**src/rtl/led_anim_engine.sv**
```systemverilog
// led_anim_engine
//   Multi-mode LED animation engine: off, chase, fill, bounce, breathe (PWM)
//   and blink. A programmable tick counter sets the animation step rate.
//
// Parameters
//   N   number of LED channels (2..32)
//   CW  step-interval counter width
//   PW  PWM resolution in bits (one PWM frame = 2^PW clk cycles)
//
// Ports
//   clk         clock, rising edge
//   rst         asynchronous active-high reset
//   enable      1 = animation advances, 0 = freeze
//   mode        0 off, 1 chase, 2 fill, 3 bounce, 4 breathe, 5 blink, 6/7 off
//   period      clk cycles per animation step (0 behaves as 1)
//   led_out     registered LED drive, bit N-1 is the leftmost LED
//   step_pulse  registered, one-cycle pulse on each animation step
module led_anim_engine #(
    parameter int N  = 8,
    parameter int CW = 16,
    parameter int PW = 4
) (
    input  logic          clk,
    input  logic          rst,
    input  logic          enable,
    input  logic [2:0]    mode,
    input  logic [CW-1:0] period,
    output logic [N-1:0]  led_out,
    output logic          step_pulse
);

    localparam logic [2:0] MODE_OFF     = 3'd0;
    localparam logic [2:0] MODE_CHASE   = 3'd1;
    localparam logic [2:0] MODE_FILL    = 3'd2;
    localparam logic [2:0] MODE_BOUNCE  = 3'd3;
    localparam logic [2:0] MODE_BREATHE = 3'd4;
    localparam logic [2:0] MODE_BLINK   = 3'd5;

    localparam int IW  = $clog2(2 * N);
    localparam int PSW = $clog2(N);
    localparam int LW  = PW + 1;

    localparam logic [IW-1:0]  CHASE_LAST = IW'(N - 1);
    localparam logic [IW-1:0]  FILL_LAST  = IW'(2 * N - 1);
    localparam logic [PSW-1:0] POS_TOP    = PSW'(N - 1);
    localparam logic           DIR_DOWN   = 1'b0;
    localparam logic           DIR_UP     = 1'b1;

    logic [2:0]    mode_r,  mode_nx;
    logic [CW-1:0] tick_r,  tick_nx;
    logic [IW-1:0] idx_r,   idx_nx;
    logic [PSW-1:0] pos_r,  pos_nx;
    logic          dir_r,   dir_nx;
    logic [LW-1:0] lvl_r,   lvl_nx;
    logic [PW-1:0] pwm_r,   pwm_nx;
    logic          pulse_nx;
    logic [CW-1:0] term;
    logic [N-1:0]  led_nx;
    logic [LW-1:0] phase;
    logic [PW-1:0] bright;

    // Next animation state
    always_comb begin
        mode_nx  = mode_r;
        tick_nx  = tick_r;
        idx_nx   = idx_r;
        pos_nx   = pos_r;
        dir_nx   = dir_r;
        lvl_nx   = lvl_r;
        pwm_nx   = pwm_r;
        pulse_nx = 1'b0;
        term     = (period == '0) ? '0 : period - CW'(1);

        if (mode != mode_r) begin
            // Restart into the new mode, independent of enable
            mode_nx = mode;
            tick_nx = '0;
            idx_nx  = '0;
            pos_nx  = POS_TOP;
            dir_nx  = DIR_DOWN;
            lvl_nx  = '0;
            pwm_nx  = '0;
        end else if (enable) begin
            pwm_nx = pwm_r + PW'(1);
            // >= so that a shortened period wraps immediately
            if (tick_r >= term) begin
                tick_nx  = '0;
                pulse_nx = 1'b1;
                case (mode_r)
                    MODE_CHASE:   idx_nx = (idx_r >= CHASE_LAST) ? '0 : idx_r + IW'(1);
                    MODE_FILL:    idx_nx = (idx_r >= FILL_LAST) ? '0 : idx_r + IW'(1);
                    MODE_BLINK:   idx_nx = (idx_r != '0) ? '0 : IW'(1);
                    MODE_BREATHE: lvl_nx = lvl_r + LW'(1);
                    MODE_BOUNCE: begin
                        if (dir_r == DIR_DOWN) begin
                            if (pos_r == '0) begin
                                pos_nx = PSW'(1);
                                dir_nx = DIR_UP;
                            end else begin
                                pos_nx = pos_r - PSW'(1);
                            end
                        end else begin
                            if (pos_r >= POS_TOP) begin
                                pos_nx = POS_TOP - PSW'(1);
                                dir_nx = DIR_DOWN;
                            end else begin
                                pos_nx = pos_r + PSW'(1);
                            end
                        end
                    end
                    default: ;
                endcase
            end else begin
                tick_nx = tick_r + CW'(1);
            end
        end
    end

    // LED pattern derived from the next state, so led_out tracks it registered
    always_comb begin
        led_nx = '0;
        phase  = '0;
        bright = '0;
        case (mode_nx)
            MODE_CHASE: begin
                for (int unsigned i = 0; i < N; i++)
                    led_nx[i] = (idx_nx == IW'(N - 1 - i));
            end
            MODE_FILL: begin
                // Rising half sets the top s+1 bits; falling half clears from the bottom
                for (int unsigned i = 0; i < N; i++) begin
                    if (idx_nx < IW'(N))
                        led_nx[i] = ((IW'(i) + idx_nx) >= IW'(N - 1));
                    else
                        led_nx[i] = (IW'(i + N) > idx_nx);
                end
            end
            MODE_BOUNCE: begin
                for (int unsigned i = 0; i < N; i++)
                    led_nx[i] = (pos_nx == PSW'(i));
            end
            MODE_BREATHE: begin
                // Triangle brightness: upper half of the phase is mirrored via inversion
                for (int unsigned i = 0; i < N; i++) begin
                    phase     = lvl_nx + LW'(2 * i);
                    bright    = phase[PW] ? ~phase[PW-1:0] : phase[PW-1:0];
                    led_nx[i] = (pwm_nx < bright);
                end
            end
            MODE_BLINK: led_nx = (idx_nx == '0) ? '1 : '0;
            default:    led_nx = '0;
        endcase
    end

    always_ff @(posedge clk or posedge rst) begin
        if (rst) begin
            mode_r     <= MODE_OFF;
            tick_r     <= '0;
            idx_r      <= '0;
            pos_r      <= POS_TOP;
            dir_r      <= DIR_DOWN;
            lvl_r      <= '0;
            pwm_r      <= '0;
            led_out    <= '0;
            step_pulse <= 1'b0;
        end else begin
            mode_r     <= mode_nx;
            tick_r     <= tick_nx;
            idx_r      <= idx_nx;
            pos_r      <= pos_nx;
            dir_r      <= dir_nx;
            lvl_r      <= lvl_nx;
            pwm_r      <= pwm_nx;
            led_out    <= led_nx;
            step_pulse <= pulse_nx;
        end
    end

endmodule

```
**config.mk**
```make
export PLATFORM = sky130hd
export DESIGN_NAME = led_anim_engine
export DESIGN_NICKNAME = d
export VERILOG_FILES = /design/src/rtl/led_anim_engine.sv
export SDC_FILE = /design/constraint.sdc
export NUM_CORES = 1
export LEC_CHECK = 0
export CORE_MARGIN = 1
export CORE_UTILIZATION = 46
export CTS_CLUSTER_SIZE = 8
export DETAILED_ROUTE_END_ITERATION = 16
export PLACE_DENSITY = 0.67
export SYNTH_ARGS = -nofsm -noshare
export SYNTH_HDL_FRONTEND = slang
export SYNTH_SLANG_ARGS = --single-unit
```
**constraint.sdc**
```tcl
create_clock -name clk -period 8.8 [get_ports clk]
set_input_delay 2.2 -clock clk [delete_from_list [all_inputs] [get_ports clk]]
set_output_delay 2.2 -clock clk [all_outputs]
set_load 0.02 [all_outputs]
```
* After elaboration in Yosys (flattened, before gate mapping)
Index checks and enable logic that the tools add are counted.
** Storage, ports and cells
- Logic and storage cells :: 154
- ROM bits :: 0
- RAM bits :: 0
- Memories kept :: 0
- Bits in latches :: 0
- Input port bits :: 22
- Register bits after elaboration :: 45
** Cells by class
- Eq/ne operators :: 25
- Magnitude comparators :: 29
- $mul :: 0
- Bitwise operators :: 8
- Div/mod/pow operators :: 0
- Shifts and indexed selects :: 0
- Mux-type cells :: 53
- Add/sub/neg operators :: 21
- Reductions and logical operators :: 9
** Operator list (count)
- $mux W16 :: 4
- $mux W4 :: 15
- $pmux W8 S5 :: 1
- $ge A4 B3 Y1 const B :: 9
- $gt A4 B4 Y1 const A :: 8
- $lt A4 B4 Y1 :: 8
- $not A4 Y4 :: 8
- $eq A3 B3 Y1 const B :: 8
- $mux W3 :: 8
- $add A5 B4 Y5 const B :: 4
- $mux W5 :: 4
- $mux W1 :: 19
- $eq A3 B2 Y1 const B :: 6
- $add A16 B1 Y16 const B :: 1
- $add A3 B4 Y4 const A :: 4
- $eq A4 B3 Y1 const B :: 4
- $ge A16 B16 Y1 :: 1
- $logic_not A16 Y1 :: 1
- $sub A16 B1 Y16 const B :: 1
- $pmux W4 S3 :: 1
- $add A5 B3 Y5 const B :: 2
- $eq A3 B1 Y1 const B :: 3
- $add A2 B4 Y4 const A :: 2
- $add A4 B1 Y4 const B :: 2
- 17 further kinds :: 21

* Depth between registers and ports, before layout
Gate-level depths: netlist (run 1).
- Depth in word-level cells :: 11
- Gate-level depth with buffers :: 24

* Worst setup path after synthesis (run 1)
No wires, ideal clock.
- Kind :: input to register
- Start :: input port period[7]
- End :: register led_out[2]
- Buffers on the path :: 2
- Data arrival time :: 7632 ps
- Stages on the path :: 24
- Required time :: 8676 ps
- Setup slack :: 1044 ps
- Cell sequence :: or4_1 nor4_1 nor2b_1 nand4b_1 clkbuf_1 nand2_1 ha_1 nand4_2 or3_4 or4_4 a31oi_4 nand2_1 xor2_1 nor2_1 ha_1 clkbuf_1 xnor2_1 xnor2_1 ha_1 o21a_1 o21ai_0 a32o_1 or3_1 a211o_1
** Between the ends
- Longest elaborated chain between the ends :: 11
** RTL lines
- start, declared :: RTL line 27 : input logic [CW-1:0] period,
- $sub A16 B1 Y16 or $logic_not A16 Y1 (tied branches) :: RTL line 72 : term = (period == '0) ? '0 : period - CW'(1);
- $mux W16 (*) :: RTL line 72
- $ge A16 B16 Y1 (*) :: RTL line 86 : if (tick_r >= term) begin
- $mux W5 (*) :: RTL line 86
- $mux W5 (*) :: RTL line 83 : end else if (enable) begin
- $mux W5 (*) :: RTL line 74 : if (mode != mode_r) begin
- named net lvl_nx[2] :: RTL line 54 : logic [LW-1:0] lvl_r, lvl_nx;
- $add A5 B3 Y5 (*) :: RTL line 145 : phase = lvl_nx + LW'(2 * i);
- $not A4 Y4 :: RTL line 146 : bright = phase[PW] ? ~phase[PW-1:0] : phase[PW-1:0];
- $mux W4 (*) :: RTL line 146
- $lt A4 B4 Y1 (*) :: RTL line 147 : led_nx[i] = (pwm_nx < bright);
- $pmux W8 S5 (*) :: RTL line 124 : case (mode_nx)
- named net led_nx[2] :: RTL line 58 : logic [N-1:0] led_nx;
- end signal, assigned :: RTL line 174 : led_out <= led_nx;
- end, declared :: RTL line 28 : output logic [N-1:0] led_out,
The timed path passes the listed nets; every way through them passes the cells marked *.
A chain may end at the register's enable or synchronous reset.

* Worst setup path after layout (run 1)
- Start :: input port period[7]
- End :: register led_out[6]
** Between the ends
- Longest elaborated chain between the ends :: 11
** RTL lines (RTL line)
- $sub A16 B1 Y16 or $logic_not A16 Y1 (tied branches) :: 72
- $mux W16 (*) :: 72
- $ge A16 B16 Y1 (*) :: 86
- $mux W5 (*) :: 86
- $mux W5 (*) :: 83
- $mux W5 (*) :: 74
- named net lvl_nx[2] :: 54
- $add A5 B4 Y5 (*) :: 145
- $not A4 Y4 :: 146
- $mux W4 (*) :: 146
- $lt A4 B4 Y1 (*) :: 147
- $pmux W8 S5 (*) :: 124
- named net led_nx[6] :: 58
Marked as above.

==> impl_metrics.py, run 1 <==
metrics = {
    "detailed_routing": {
        "route.final.wire_length_mm": 12.06,
        "drtAntennaViolNets": 0,
        "route.detailed.drc": 0,
        "route.vias.total": 4220,
        "drt-wirelength-per-cell_um": 16.66,
        "vias_per_cell": 5.829,
        "drt-initial-drc-count": 243,
        "firstDrtPassIters": 5,
    },
    "timing": {
        "layout_worst_path_cycle_share": 0.9250,
        "fin_worst_skew_ps": 10.60,
        "timing.final.setup_violations": 0,
        "timing.slew.headroom": 0.3418,
        "timing_hold_violations_final": 0,
        "highest_clock_rate_mhz": 122.9,
        "final_critical_path_setup_slack_ps": 660.2,
        "worst_pin_slew_ps": 985.9,
        "slew_violations": 0,
        "min_period_ps": 8140,
        "fin_tns_setup_ps": 0,
        "setup_repair_after_global_routing_missed_its_margin": "false",
    },
    "power": {
        "pwr-share-seq": 0.504,
        "cellInternalPower_uw": 296.4,
        "p_leak_nw": 2.407,
        "finalPower_uw": 422.7,
        "peakVddDrop_v": 0.00007030,
        "clkPwrFrac": 0.326,
        "net-switching-power_uw": 126.3,
        "sw_frac_of_total": 0.2989,
        "pwr_density_cell_nw_per_um2": 79.09,
        "p_comb_frac": 0.170,
    },
    "cells_and_area": {
        "design.final.nets": 681,
        "fill_cells": 913,
        "multiInputGateArea_um2": 3475,
        "instances_no_fill": 724,
        "most-common-layout-cells": "ha_1 (69), nor2_1 (57), nand2_1 (51), xnor2_1 (43), dfrtp_1 (42)",
        "antenna_cells": 0,
        "final_common_cell": "ha_1",
        "ff_latch_area_um2": 1130,
        "synthToLayoutAreaGrowth_pct": 11.83,
        "layout-drive-gt1-share": 0.06430,
    },
    "clock_network": {
        "post_cts_setup_buffer_count": 0,
        "quantity_of_hold_fixing_buffers_added_after_cts": 0,
        "clkTransAtPathRegs_ps": 100,
        "tritoncts": "done",
        "cts_buf_count": 5,
        "post_cts_resize_count": 0,
        "clkSinkCount": 45,
        "clockBufferDepth": 2,
        "maximum_level_of_the_cts_h_tree": 2,
        "ctsRootBufferMaster": "clkbuf_8",
        "worst_skew_pair.late_latency_ps": 330,
    },
    "critical_path": {
        "cp.arrival_ps": 8350,
        "worstPathMaxFanout": 6,
        "critical_path.max_stage_delay_ps": 630,
        "cpMaxStageDelayCell": "or4_1",
        "reg2reg_depth": 18,
        "critical_path.most_common_cell": "ha_1",
        "timing_worst_setup_path_type": "in2reg",
        "r2r_start": "tick_r[15]",
        "cp_top_family": "simple AND/OR/NAND/NOR gates",
        "timing.critical_path.buf_inv": 2,
        "required_arrival_time_at_the_worst_endpoint_ps": 9010,
        "timing.critical_path.to_type": "flip-flop",
        "worst-r2r-setup-slack_ps": 4040,
        "crit_path_start_kind": "input pin",
        "crit-reg2reg-capture": "led_out[6]",
    },
    "logic_synthesis": {
        "synth_adder_area_share": 0.1806,
        "synth_top_family_by_area": "simple AND/OR/NAND/NOR gates",
        "synth-main-ff-cell": "dfrtp_1",
        "synth_xor_area_frac": 0.1356,
        "post_synth_simple_gate_area": 0.2154,
        "synthDistinctLibCells": 68,
        "synth_fp_nets": 649,
        "synth_compound_area_frac": 0.1762,
        "synth_async_sr_flop_share": 1.000,
        "synth-seq-area-share": 0.2364,
        "postSynthRegisterBits": 45,
        "netlist_instances": 558,
        "synth.avg_cell_area_um2": 8.566,
        "synth-edff-count": 0,
        "synth.mux.area_fraction": 0.01911,
        "post_synth_instance_area_um2": 4780,
        "yosys_warnings": 0,
    },
    "grt": {
        "track_usage": 0.2341,
        "grt_start_max_net_pins": 46,
        "grt_overflow_total": 0,
        "antenna_found_initial": 0,
        "grt_first_pass_wirelength_mm": 20.46,
        "first_global_vias": 4217,
    },
    "worst_hold_path": {
        "hold_path_depth": 2,
        "hold_path.startpoint": "tick_r[6]",
        "timing.hold.worst_endpoint": "tick_r[6]",
        "min_path_type": "reg2reg",
    },
    "run_status": {
        "status": "completed",
    },
    "placed_design": {
        "place_congestion": 0.9061,
        "place_ws_ps": 390.8,
        "buffer_ports.inserted": 30,
        "post-dp-hpwl_mm": 9.290,
        "numPlacedInstances": 716,
    },
    "die": {
        "die_width_um": 103.9,
        "die_h_um": 103.9,
        "start_util": 0.4823,
        "fp-row-count": 36,
        "core_footprint_um2": 9910,
        "floorplan.die_area_um2": 10800,
        "num_io_pins": 31,
    },
    "job": {
        "drv_cap": 0,
    },
}
[per-layer routing]
layer,track usage,vias up,part of all wire
li1,-,2073,-
met1,0.3073,2043,0.48
met2,0.3852,92,0.47
met3,0.04386,12,0.040
met4,0.07959,0,0.012
met5,0,-,0
[power groups by stage]
| stage | Combinational, mW | Clock [mW] | Sequential (mW) |
|---|---|---|---|
| final | 0.0720 | 0.138 | 0.213 |
| after global routing | 0.0799 | 0.151 | 0.214 |
| after CTS | 0.0723 | 0.143 | 0.213 |
| after detailed placement | 0.0719 | 0 | 0.217 |
| after global placement | 0.0708 | 0 | 0.217 |
| after floorplan | 0.0390 | 0 | 0.220 |
[layout make-up]
type | instances | share of cell area
Sequential cell | 45 | 0.2114
Clock buffer | 6 | 0.01358
Tap cell | 133 | 0.03113
Inverter | 29 | 0.02083
Timing Repair Buffer | 40 | 0.07022
Multi-Input combinational cell | 469 | 0.6500
Clock inverter | 2 | 0.002809
[synthesized netlist by cell type (8+ instances only)]
master / instances / area share
ha_1: 69 / 0.18
o211ai_1: 12 / 0.019
inv_1: 27 / 0.021
o21ai_0: 18 / 0.019
nor2_1: 57 / 0.045
a21oi_1: 17 / 0.018
xor2_1: 26 / 0.048
nor4_1: 9 / 0.012
nor3_1: 18 / 0.019
a211oi_1: 12 / 0.019
nand2_1: 51 / 0.040
mux2i_1: 8 / 0.017
xnor2_1: 43 / 0.079
clkbuf_1: 12 / 0.0094
dfrtp_1: 42 / 0.22
nand3_1: 20 / 0.021
nand2b_1: 11 / 0.014
[worst max path at each step]
stage	start	end	slack (ps)	cells past startpoint
after floorplan	period[7]	led_out[2]	1040	24
after CTS	period[7]	led_out[6]	700	25
after global routing	period[7]	led_out[6]	120	25
after global placement	period[7]	led_out[7]	540	25
final	period[7]	led_out[6]	660	25
after detailed placement	period[7]	led_out[6]	390	25
[worst register-to-register path: cells and delay by family (launching register included)]
family	cells	cell delay [ps]
xor gates and xnor gates	3	740
buffers and inverters	1	150
AOI/OAI and AO/OA	5	790
adders and majority gates	3	930
DFF	1	420
and+or+nand+nor	6	1630
[through the flow]
stage	instance area, um^2	hold WS [ps]	util
6_report	5345	593.8	0.5394
3_3_place_gp	5258	554.8	0.5306
5_1_grt	5345	626.3	0.5394
2_1_floorplan	4780	510.9	-
4_1_cts	5345	596.3	0.5394
3_5_place_dp	5258	576.0	0.5306
[sequential cells by signal, summed over array words and instances (netlist names)]
register,flops
tick_r,16
led_out,8
lvl_r,5
idx_r,4
pwm_r,4
mode_r,3
pos_r,3
dir_r,1
step_pulse,1
[kinds of logic (layout without fill, tap and decap cells)]
family,after synthesis,count (layout)
compound gates,111,111
simple gates,209,209
fa+ha+maj,69,69
buf+inv,44,77
flops,45,45
xor+xnor,71,71
mux,9,9
No activity file was read; power rests on OpenSTA's default activity.
==> run 2: changes to the inputs <==
- CAP_MARGIN: not set -> 20
- REMOVE_ABC_BUFFERS: not set -> 1
==> impl_metrics.py, run 2 (same netlist as run 1, synthesis figures left out) <==
metrics = {
    "run_status": {
        "status": "completed",
    },
    "clock_network": {
        "ctsRootBufferMaster": "clkbuf_8",
        "cts_buf_count": 5,
        "maximum_level_of_the_cts_h_tree": 2,
        "tritoncts": "done",
        "post_cts_setup_buffer_count": 0,
        "worst_skew_pair.late_latency_ps": 320,
        "clkSinkCount": 45,
        "clockBufferDepth": 2,
        "clkTransAtPathRegs_ps": 110,
        "quantity_of_hold_fixing_buffers_added_after_cts": 0,
    },
    "cells_and_area": {
        "reg_top3": "tick_r x16, led_out x8, lvl_r x5",
        "layout-drive-gt1-share": 0.06610,
        "finish.utilization": 0.5453,
        "fin_area_um2": 5404,
        "synthToLayoutAreaGrowth_pct": 13.06,
        "regMostFlops": "tick_r",
        "final_common_cell": "ha_1",
        "number_of_flip_flops_under_the_largest_register_name": 16,
        "antenna_cells": 0,
        "design.final.nets": 680,
        "most-common-layout-cells": "ha_1 (69), nor2_1 (57), nand2_1 (51), xnor2_1 (42), dfrtp_1 (42)",
    },
    "timing": {
        "slew_violations": 0,
        "fin_worst_skew_ps": 18.76,
        "fin_tns_setup_ps": 0,
        "timing_hold_violations_final": 0,
        "min_period_ps": 8192,
        "timing.final.setup_violations": 0,
        "timing.slew.headroom": 0.3455,
        "setup_repair_after_global_routing_missed_its_margin": "false",
        "highest_clock_rate_mhz": 122.1,
        "layout_worst_path_cycle_share": 0.9309,
        "worst_pin_slew_ps": 978.1,
    },
    "critical_path": {
        "worstSetupEndpoint": "led_out[7]",
        "r2r_start": "tick_r[15]",
        "worstPathMaxFanout": 9,
        "critical_path.startpoint": "period[7]",
        "cp.arrival_ps": 8410,
        "timing.critical_path.to_type": "flip-flop",
        "reg2reg_depth": 18,
        "worst-r2r-setup-slack_ps": 4090,
        "crit-reg2reg-capture": "led_out[7]",
        "timing_worst_setup_path_type": "in2reg",
        "required_arrival_time_at_the_worst_endpoint_ps": 9020,
        "crit_path_start_kind": "input pin",
    },
    "power": {
        "pwr_density_cell_nw_per_um2": 88.67,
        "peakVddDrop_v": 0.00006035,
        "p_leak_nw": 2.444,
    },
    "grt": {
        "grt_first_pass_wirelength_mm": 19.89,
        "grt_start_max_net_pins": 46,
        "grt_overflow_total": 0,
        "first_global_vias": 4085,
        "track_usage": 0.2272,
        "antenna_found_initial": 0,
    },
    "detailed_routing": {
        "route.final.wire_length_mm": 11.86,
        "route.vias.total": 4121,
        "drt-wirelength-per-cell_um": 16.40,
        "route.detailed.drc": 0,
        "drtAntennaViolNets": 0,
        "firstDrtPassIters": 4,
        "vias_per_cell": 5.700,
        "drt-initial-drc-count": 245,
    },
    "placed_design": {
        "post-dp-hpwl_mm": 9.162,
        "place_congestion": 0.8888,
        "buffer_ports.inserted": 30,
        "instance_area_at_placement_um2": 5243,
    },
    "die": {
        "die_h_um": 103.9,
        "fp-row-count": 36,
        "start_util": 0.4823,
        "die_width_um": 103.9,
        "core_footprint_um2": 9910,
        "floorplan.die_area_um2": 10800,
        "num_io_pins": 31,
    },
    "job": {
        "drv_cap": 0,
    },
    "worst_hold_path": {
        "min_path_type": "reg2reg",
    },
}
[run 2: power breakdown]
| part | switching [mW] | total (mW) | leakage (nW) | internal (mW) |
|---|---|---|---|---|
| combinational | 0.0415 | 0.0723 | 1.77 | 0.0308 |
| sequential | 0.00261 | 0.213 | 0.602 | 0.210 |
| clock | 0.0810 | 0.194 | 0.0681 | 0.113 |
[run 2: worst min-delay path by stage]
stage               startpoint          to  slack [ps]  depth (start not counted)
floorplan           tick_r[15]  tick_r[15]         510                          2
global placement    tick_r[10]  tick_r[10]         560                          2
detailed placement  tick_r[13]  tick_r[13]         580                          2
CTS                 tick_r[10]  tick_r[10]         600                          2
global route        tick_r[12]  tick_r[12]         630                          2
finish              tick_r[10]  tick_r[10]         590                          2
[run 2: per-stage QoR]
stage,instances,power (mW),setup slack [ps],hold slack (ps)
after floorplan,543,0.2561,1101,510.9
after global placement,714,0.2867,460.7,559.8
after detailed placement,714,0.2883,237.2,582.2
after CTS,722,0.4806,574.4,600.8
after global routing,723,0.4969,148.9,633.5
final,723,0.4792,608.5,592.2
[run 2: repair_timing]
action / in CTS / in global routing
endpoints found under the hold margin: 0 / 0
setup endpoints to repair: 0 / 1
resized for setup: 0 / 1
[run 2: layout make-up]
cell class / count / area (um^2)
Clock buffer: 5 / 68.82
Inverter: 29 / 111.4
Timing Repair Buffer: 39 / 380.4
Tap cell: 133 / 166.4
Sequential cell: 45 / 1130
Fill cell: 921 / 4506
Clock inverter: 3 / 65.06
Multi-Input combinational cell: 469 / 3482
[run 2: layer usage]
layer	vias to the layer above	share of wire	track usage
li1	2057	-	-
met4	0	0.014	0.05714
met2	80	0.47	0.3824
met5	-	0	0
met1	1970	0.47	0.3082
met3	14	0.051	0.02820
[run 2: critical path, cell delays in order]
cell and delay [ps]:
clkdlybuf4s50_1 480, or4_1 610, nor4_1 270, nor2b_1 230, nand4b_1 340, buf_4 290
and2_1 160, ha_1 260, nand2b_1 90, a2111oi_0 110, or4_4 620, a31oi_4 290
nand2_1 120, xor2_1 150, nor2_1 230, inv_1 150, ha_1 290, a21boi_4 170
xor2_4 170, xnor2_1 160, ha_1 310, a211oi_1 100, a32oi_1 170, o21ai_0 100
a311o_1 340
